## src/rtl/micro_ondas_pkg.sv

```systemverilog
// Shared types and helpers for the microwave controller: FSM states,
// seven-segment codes and the power/duty constants.
package micro_ondas_pkg;

    typedef enum logic [1:0] {S_IDLE, S_RUN, S_PAUSE, S_DONE} state_e;

    localparam int POWER_MAX   = 10;
    localparam int DUTY_WINDOW = 10;

    // {g,f,e,d,c,b,a}, active high
    localparam logic [6:0] SEG_0   = 7'b0111111;
    localparam logic [6:0] SEG_1   = 7'b0000110;
    localparam logic [6:0] SEG_2   = 7'b1011011;
    localparam logic [6:0] SEG_3   = 7'b1001111;
    localparam logic [6:0] SEG_4   = 7'b1100110;
    localparam logic [6:0] SEG_5   = 7'b1101101;
    localparam logic [6:0] SEG_6   = 7'b1111101;
    localparam logic [6:0] SEG_7   = 7'b0000111;
    localparam logic [6:0] SEG_8   = 7'b1111111;
    localparam logic [6:0] SEG_9   = 7'b1101111;
    localparam logic [6:0] SEG_OFF = 7'b0000000;

    function automatic logic [6:0] bcd_to_segs(input logic [3:0] bcd);
        case (bcd)
            4'd0:    return SEG_0;
            4'd1:    return SEG_1;
            4'd2:    return SEG_2;
            4'd3:    return SEG_3;
            4'd4:    return SEG_4;
            4'd5:    return SEG_5;
            4'd6:    return SEG_6;
            4'd7:    return SEG_7;
            4'd8:    return SEG_8;
            4'd9:    return SEG_9;
            default: return SEG_OFF;
        endcase
    endfunction

endpackage

```

## src/rtl/decod_7seg.sv

```systemverilog
// One BCD digit to seven-segment decoder; non-decimal codes blank the digit.
module decod_7seg
    import micro_ondas_pkg::*;
(
    input  logic [3:0] bcd_i,
    output logic [6:0] segs_o
);

    assign segs_o = bcd_to_segs(bcd_i);

endmodule

```

## src/rtl/micro_ondas_multi.sv

```systemverilog
// Microwave controller: keypad BCD entry, real-time countdown, power-level
// duty cycling, pause/resume and a timed completion beep.
module micro_ondas_multi
    import micro_ondas_pkg::*;
#(
    parameter int MIN_DIGITS    = 1,
    parameter int TICKS_PER_SEC = 100,
    parameter int BEEP_SECS     = 3
) (
    input  logic                    clock,
    input  logic                    resetn,
    input  logic [9:0]              keypad,
    input  logic                    startn,
    input  logic                    stopn,
    input  logic                    clearn,
    input  logic                    powern,
    input  logic                    door_closed,
    output logic [6:0]              sec_ones_segs,
    output logic [6:0]              sec_tens_segs,
    output logic [7*MIN_DIGITS-1:0] mins_segs,
    output logic                    mag_on,
    output logic                    beep
);

    localparam int PW     = $clog2(TICKS_PER_SEC);
    localparam int BEEP_N = BEEP_SECS * TICKS_PER_SEC;
    localparam int BW     = $clog2(BEEP_N);

    state_e                       state_q, state_d;
    logic [3:0]                   ones_q, ones_d, tens_q, tens_d, ones_dec, tens_dec;
    logic [MIN_DIGITS-1:0][3:0]   mins_q, mins_d, mins_dec;
    logic [3:0]                   power_q, power_d, duty_q, duty_d;
    logic                         arm_q, arm_d;
    logic [9:0]                   kp_prev_q;
    logic [PW-1:0]                presc_q, presc_d;
    logic [BW-1:0]                beep_cnt_q, beep_cnt_d;
    logic [3:0]                   key_val;
    logic                         key_press, tick, time_zero, dec_zero, brw;

    // A press needs a clean 0 -> one-hot edge, so held or multi-hot keys never re-arm
    assign key_press = $onehot(keypad) && (kp_prev_q == '0);
    assign tick      = (presc_q == PW'(TICKS_PER_SEC - 1));
    assign time_zero = (ones_q == '0) && (tens_q == '0) && (mins_q == '0);
    assign dec_zero  = (ones_dec == '0) && (tens_dec == '0) && (mins_dec == '0);

    always_comb begin
        key_val = '0;
        for (int k = 0; k < 10; k++)
            if (keypad[k]) key_val = 4'(k);
    end

    // One-second BCD decrement with borrow rippling ones -> tens -> minutes
    always_comb begin
        brw      = (ones_q == '0);
        ones_dec = brw ? 4'd9 : ones_q - 4'd1;
        tens_dec = tens_q;
        if (brw) begin
            tens_dec = (tens_q == '0) ? 4'd5 : tens_q - 4'd1;
            brw      = (tens_q == '0);
        end
        for (int i = 0; i < MIN_DIGITS; i++) begin
            mins_dec[i] = mins_q[i];
            if (brw) begin
                mins_dec[i] = (mins_q[i] == '0) ? 4'd9 : mins_q[i] - 4'd1;
                brw         = (mins_q[i] == '0);
            end
        end
    end

    always_ff @(posedge clock or negedge resetn) begin
        if (!resetn) state_q <= S_IDLE;
        else         state_q <= state_d;
    end

    always_comb begin
        state_d = state_q;
        unique case (state_q)
            S_IDLE:  if (clearn && stopn && !startn && door_closed && !time_zero)
                         state_d = S_RUN;
            S_RUN:   if (!clearn || !door_closed || !stopn) state_d = S_PAUSE;
                     else if (tick && dec_zero)             state_d = S_DONE;
            S_PAUSE: if (!clearn)                                 state_d = S_IDLE;
                     else if (door_closed && stopn && !startn)    state_d = S_RUN;
            S_DONE:  if (!clearn || !door_closed || !stopn || !startn ||
                         beep_cnt_q == BW'(BEEP_N - 1))
                         state_d = S_IDLE;
            default: state_d = S_IDLE;
        endcase
    end

    always_comb begin
        mag_on = (state_q == S_RUN) && door_closed && (duty_q < power_q);
        beep   = (state_q == S_DONE);
    end

    always_comb begin
        ones_d     = ones_q;
        tens_d     = tens_q;
        mins_d     = mins_q;
        power_d    = power_q;
        arm_d      = arm_q;
        presc_d    = presc_q;
        duty_d     = duty_q;
        beep_cnt_d = '0;
        unique case (state_q)
            S_IDLE: begin
                if (!clearn) begin
                    ones_d  = '0;
                    tens_d  = '0;
                    mins_d  = '0;
                    power_d = 4'(POWER_MAX);
                    arm_d   = 1'b0;
                end else if (state_d == S_RUN) begin
                    presc_d = '0;
                    duty_d  = '0;
                end else if (key_press) begin
                    if (arm_q) begin
                        power_d = (key_val == '0) ? 4'(POWER_MAX) : key_val;
                        arm_d   = 1'b0;
                    end else begin
                        ones_d    = key_val;
                        tens_d    = ones_q;
                        mins_d[0] = tens_q;
                        for (int i = 1; i < MIN_DIGITS; i++) mins_d[i] = mins_q[i-1];
                    end
                end else if (!powern) begin
                    arm_d = 1'b1;
                end
            end
            S_RUN: if (state_d != S_PAUSE) begin
                if (tick) begin
                    presc_d = '0;
                    ones_d  = ones_dec;
                    tens_d  = tens_dec;
                    mins_d  = mins_dec;
                    duty_d  = (duty_q == 4'(DUTY_WINDOW - 1)) ? '0 : duty_q + 4'd1;
                end else begin
                    presc_d = presc_q + PW'(1);
                end
            end
            S_PAUSE: if (!clearn) begin
                ones_d = '0;
                tens_d = '0;
                mins_d = '0;
            end
            S_DONE: if (state_d == S_DONE) beep_cnt_d = beep_cnt_q + BW'(1);
            default: ;
        endcase
    end

    always_ff @(posedge clock or negedge resetn) begin
        if (!resetn) begin
            ones_q     <= '0;
            tens_q     <= '0;
            mins_q     <= '0;
            power_q    <= 4'(POWER_MAX);
            arm_q      <= 1'b0;
            kp_prev_q  <= '0;
            presc_q    <= '0;
            duty_q     <= '0;
            beep_cnt_q <= '0;
        end else begin
            ones_q     <= ones_d;
            tens_q     <= tens_d;
            mins_q     <= mins_d;
            power_q    <= power_d;
            arm_q      <= arm_d;
            kp_prev_q  <= keypad;
            presc_q    <= presc_d;
            duty_q     <= duty_d;
            beep_cnt_q <= beep_cnt_d;
        end
    end

    decod_7seg u_ones (.bcd_i(ones_q), .segs_o(sec_ones_segs));
    decod_7seg u_tens (.bcd_i(tens_q), .segs_o(sec_tens_segs));

    for (genvar i = 0; i < MIN_DIGITS; i++) begin : g_min
        decod_7seg u_min (.bcd_i(mins_q[i]), .segs_o(mins_segs[7*i +: 7]));
    end

endmodule

```

## config.mk

```make
export PLATFORM = sky130hd
export DESIGN_NAME = micro_ondas_multi
export DESIGN_NICKNAME = d
export VERILOG_FILES = /design/src/rtl/micro_ondas_pkg.sv /design/src/rtl/decod_7seg.sv /design/src/rtl/micro_ondas_multi.sv
export SDC_FILE = /design/constraint.sdc
export NUM_CORES = 1
export LEC_CHECK = 0
export CAP_MARGIN = 25
export CORE_UTILIZATION = 50
export CTS_BUF_LIST = sky130_fd_sc_hd__clkbuf_4 sky130_fd_sc_hd__clkbuf_8
export DETAILED_ROUTE_END_ITERATION = 10
export DONT_BUFFER_PORTS = 1
export PLACE_DENSITY = 0.68
export SETUP_SLACK_MARGIN = 0.15
export SLEW_MARGIN = 10
export SYNTH_ARGS = -nofsm -noshare
export SYNTH_HDL_FRONTEND = slang
export SYNTH_SLANG_ARGS = --single-unit
```

## constraint.sdc

```tcl
create_clock -name clock -period 3.9 [get_ports clock]
set_input_delay 0.195 -clock clock [delete_from_list [all_inputs] [get_ports clock]]
set_output_delay 0.195 -clock clock [all_outputs]
set_load 0.1 [all_outputs]
```

== Word-level counts from Yosys, hierarchy flattened ==
Memories as Yosys holds them, arrays and structs flattened.
Cells that the tools add are included.

* Add/subtract/negate cells: 15
* Magnitude comparators: 1
* Equal/unequal tests: 22
* Multiplexer cells: 66
* Reduce and logical (&&, ||, !) cells: 39

{| class="wikitable"
|+ Operator list
! operator !! number
|-
| $mux 4 || 40
|-
| $pmux 4 s3 || 3
|-
| $logic_not 4->1 || 7
|-
| $mux 7 || 4
|-
| $mux 9 || 2
|-
| $mux 2 || 8
|-
| $logic_and 1x1->1 || 14
|-
| $pmux 7 s2 || 1
|-
| $ne 2x2->1 const B || 6
|-
| $sub 4x1->4 const B || 3
|-
| $add 1x1->2 || 5
|-
| $logic_not 10->1 || 1
|-
| $add 9x1->9 const B || 1
|-
| $eq 9x9->1 const B || 1
|-
| $ne 3x3->1 const B || 3
|-
| $pmux 2 s4 || 1
|-
| $pmux 4 s2 || 1
|-
| $reduce_and 4->1 || 2
|-
| $add 7x1->7 const B || 1
|-
| $eq 7x7->1 const B || 1
|-
| $reduce_and 7->1 || 1
|-
| $add 2x2->3 || 2
|-
| $eq 2x2->1 const B || 3
|-
| $mux 1 || 6
|-
| 16 further kinds || 26
|}

* Register bits: 49
* ROM bits: 336
* Input port bits: 17
* Output and inout port bits: 23
* Logic and storage cells: 156
* Memories kept: 3

{| class="wikitable"
|+ Memories
! memory !! words !! width !! rd ports !! clocked after memory_dff !! write ports !! RTL line !! text
|-
| (name not given) || 16 || 7 || 1 || 0 || 0 || micro_ondas_pkg.sv:24 || <nowiki>case (bcd)</nowiki>
|-
| (name not given) || 16 || 7 || 1 || 0 || 0 || micro_ondas_pkg.sv:24 ||
|-
| (name not given) || 16 || 7 || 1 || 0 || 0 || micro_ondas_pkg.sv:24 ||
|}

== Logic depth before layout (Yosys ltp) ==
* Depth in word-level cells: 15
* Gate-level depth with buffers: 16
* Gate-level depth less buffers: 15

== Hierarchy ==
From an unflattened synthesis, not the netlist that was laid out.

* Cell total of the unflattened synthesis: 436
* Area total of the unflattened synthesis: 3776.1 um^2

{| class="wikitable"
|+ Modules (own cells, without submodules)
! module !! times used !! cells an instance !! area an instance (um^2) !! sequential area each (um^2)
|-
| micro_ondas_multi || 1 || 354 || 3135.5 || 1228.7
|-
| decod_7seg at u_ones || 1 || 28 || 220.2 || 0.0
|-
| decod_7seg at g_min[0].u_min || 1 || 28 || 219.0 || 0.0
|-
| decod_7seg at u_tens || 1 || 26 || 201.4 || 0.0
|}

== Worst setup path after synthesis ==
OpenSTA, ideal clock, no wires.

* Kind: input to register
* Start point: input port keypad[0]
* End point: register mins_q[3] (netlist bit)
* Library setup time: 0.125 ns
* Arrival: 3.817 ns
* Data required time: 3.775 ns
* Setup slack: -0.042 ns
* Cell stages on the path: 15
* Buffers on the path: 0
* Path through: fa_1 fa_1 inv_1 fa_1 inv_1 ha_1 fa_1 nor4_1 nand3_1 o21ai_0 nor2b_1 o211ai_1 o2111ai_4 nand2_4 mux2_4

* Cells in the longest elaborated chain, start to end: 8

{| class="wikitable"
|+ RTL lines
! item !! RTL line !! text
|-
| from (decl) || micro_ondas_multi.sv:12 || <nowiki>input logic [9:0] keypad,</nowiki>
|-
| $add 1x1->2 (implied by the code) || micro_ondas_multi.sv:41 || <nowiki>assign key_press = $onehot(keypad) && (kp_prev_q == '0);</nowiki>
|-
| $add 2x2->3 (implied by the code) || micro_ondas_multi.sv:41 ||
|-
| $add 3x3->4 (implied by the code) || micro_ondas_multi.sv:41 ||
|-
| $add 4x2->4 (implied by the code) || micro_ondas_multi.sv:41 ||
|-
| $eq 4x1->1 || micro_ondas_multi.sv:41 ||
|-
| $logic_and 1x1->1 || micro_ondas_multi.sv:41 ||
|-
| $ne 3x3->1 (no line) || - ||
|-
| $reduce_and 7->1 (no line) || - ||
|-
| to (signal assigned) || micro_ondas_multi.sv:165 || <nowiki>mins_q <= mins_d;</nowiki>
|-
| to (decl) || micro_ondas_multi.sv:31 || <nowiki>logic [MIN_DIGITS-1:0][3:0] mins_q, mins_d, mins_dec;</nowiki>
|}

Every way passes these cells.
A chain may end at the register's enable or synchronous reset.

== Final worst setup path ==
Same ends and word-level chain as after synthesis.

==> run summary <==
result of the run - finished, final reports clean
sequential element share of the synthesized area - 32.28%
number of max-cap violations - 0
number of register bits inferred by synthesis - 49
vertical die dimension - 89.25 um
vias in the first global route - 3147
arrival time at the worst endpoint - 3690 ps
nets - 498
Synth Instances - 428
cell type group with the largest total delay on the critical path - adder cells
Fin Clk Skew - 4.062 ps
Crit path largest cell delay - 510 ps
DRC viols - 0
data required time at the worst endpoint - 4100 ps
kind of critical path - primary input to register
count of placed standard cells in the final layout, fillers left out - 544
first-pass GRT wire length - 14770 um
DR vias - 3212
fraction of layout cells with a size suffix above 1 - 15.51%
final standard cell utilization of the core - 58.80%
hold violation total from the final report - 0
Num Clock Sinks - 49
deepest clock path buffer count - 2
Critical Path, Cell by Cell - fa_1, fa_1, inv_1, fa_1, inv_1, ha_2, fa_1, nor4_2, nand3_1, o21ai_2, nor2b_2, o211ai_1, o2111ai_4, nand2_4, mux2_4
launching element type of the critical path - primary input
sequential standard cell area - 1229 um^2
Routability Congestion - 0.8161
CTS tree - built
Initial Util - 52.20%
cell chosen for the clock root - clkbuf_8
detail-routed net length per standard cell - 15.85 um
syn avg cell area - 8.893 um^2
H-tree lvl count - 2
# port buffers - 0
FILL cells - 664
number of detailed-route iterations in the first pass - 5
max-slew headroom at the worst pin - 26.34%
number of placed instances with taps included - 523
ANT nets after route - 0
1st-iter DRT viols - 184
DP Worst Slack - -26.74 ps
number of antenna violations at the first check in global routing - 0
cell with the largest stage delay on the worst path - fa_1
post-synthesis async set-or-reset flop share - 100.0%
clock transition at the registers of the reported paths - 90 ps
die outline area - 7966 um^2
final setup vio count - 0
predominant post-synthesis flop cell - dfrtp_1
shortest clock period the worst path allows after layout - 3494 ps
buffer count from post-CTS setup fixing - 0
clock insertion delay at the later pin of the skew report - 310 ps
detailed-route wire length - 8620 um
pin count of the biggest net entering global routing - 50
period utilisation layout - 89.59%
overall overflow remaining after global route - 0
CP endpoint kind - register
Inserted Diodes - 0
Fmax achieved - 0.2862 GHz
Placeable Area - 7292 um^2
main area contributors after synthesis - dfrtp_1, ha_1, nor2_1, o21ai_0, a21oi_1
top cell type's share of synthesized area - 30.90%
CP Buf/Inv Count - 2
number of flops mapped to enable cells by yosys - 0
via density per instance - 5.904
chip width - 89.25 um
number of cell rows - 31
DP HPWL - 6274 um
number of warnings reported in the yosys synthesis log - 0
P&R area growth vs syn - 12.66%
cell occurring most often along the worst timing path - fa_1
Crit Path Max Fanout - 5
number of CTS-inserted buffers - 5
Netlist cell types - 74
nets in the synthesized netlist - 482
unrepaired setup endpoints after global routing - false
cell area after synthesis - 3806 um^2
global routing usage summed across all routing layers - 23.87%
Final WS setup - 406.1 ps
Slew @ Worst Pin - 1105 ps
worst min-delay path category - primary input to register
number of slew-limit violations in the final report - 0
area leader, netlist - dfrtp_1
number of top-level design ports - 40
multi-input gate area in the final layout - 2422 um^2
## area by class of cell
type,instances,area share (%)
clock buffers,6,1.926
repair buffers,24,5.865
well taps,99,2.889
multi-input cells,327,56.49
clock inverters,2,0.8754
inverters,37,3.297
flip-flops and latches,49,28.65
## synth_stat cells, drive strengths merged, types with 4 or more instances
cell	number
or3	5
o21ai	42
fa	6
inv	37
xor2	6
nand2b	5
o21bai	6
a21o	4
buf	12
nand4	4
a21oi	29
a31oi	12
nor2b	6
nand3	18
nor4	5
nand2	34
o22ai	4
and3	6
ha	31
a211oi	5
a41oi	4
nor2	40
o31ai	8
mux2i	4
mux2	4
dfrtp	47
## registers in the layout, indices dropped and copies added (netlist names)
register / cells
beep_cnt_q: 9
duty_q: 4
mins_q: 4
power_q: 4
tens_q: 4
kp_prev_q: 10
state_q: 2
ones_q: 4
presc_q: 7
arm_q: 1
## path summary, 6_finish.rpt
check / endpoint / slack, ps / cells after the start / from
setup reg to reg: presc_q[5] / 430 / 11 / ones_q[0]
setup / recovery: mins_q[3] / 410 / 15 / keypad[0]
hold / removal: power_q[0] / 40 / 2 / clearn
min in group asynchronous: beep_cnt_q[1] / 380 / 2 / resetn
max in group asynchronous: power_q[1] / 3230 / 2 / resetn
hold reg to reg: presc_q[6] / 510 / 1 / presc_q[6]
## cell usage in the layout (no fill, tap or decap), types with 7 or more instances in the layout
cell type,n
nand2_1,33
ha_1,30
o21ai_2,14
dfrtp_1,47
dlygate4sd3_1,11
o21ai_1,10
nor2_1,40
inv_1,35
a31oi_1,10
nand3_1,18
o21ai_0,16
a21oi_1,26
buf_4,7
## worst register-to-register path: cells and delay by family (launching register included)
family | cells | cell delay, ps
AO/OA/AOI/OAI | 5 | 1450
adder cells (fa/ha/maj) | 1 | 280
buffers and inverters | 2 | 290
AND/OR/NAND/NOR | 3 | 880
flip-flops | 1 | 460
## metrics by stage
stage / TNS, ps / hold slack (ps) / area [um^2]
finish: 0 / 35.86 / 4288
global route: 0 / 34.99 / 4288
detailed placement: -50.61 / -99.56 / 4003
floorplan: 0 / -100.6 / 3810
CTS: 0 / 27.19 / 4260
global placement: 0 / -99.41 / 3958
## metal layers
layer | GRT usage [%] | share of wire (%)
met5 | 0 | 0
met4 | 6.349 | 1.3
met3 | 4.155 | 3.7
met2 | 40.32 | 49
met1 | 31.77 | 46
## logic make-up (layout without fill, tap and decap cells)
family / after synthesis / count (layout) / synth area share, %
AOI/OAI and AO/OA: 130 / 130 / 23.54
xor gates and xnor gates: 7 / 7 / 1.611
adders and majority gates: 37 / 37 / 13.35
buffers and inverters: 52 / 69 / 6.312
DFF: 49 / 49 / 32.28
muxes: 8 / 8 / 2.433
and+or+nand+nor: 145 / 145 / 20.48
## repair_timing
| action | 4_1_cts | 5_1_grt |
|---|---|---|
| gates resized for setup | 0 | 5 |
| setup endpoints to repair | 0 | 16 |
| endpoints found under the hold margin | 59 | 0 |
| hold buffers | 12 | 0 |
Power is left out: the tool's default activity adds up to more than one toggle a clock period on the data nets, which glitch-free logic cannot reach.
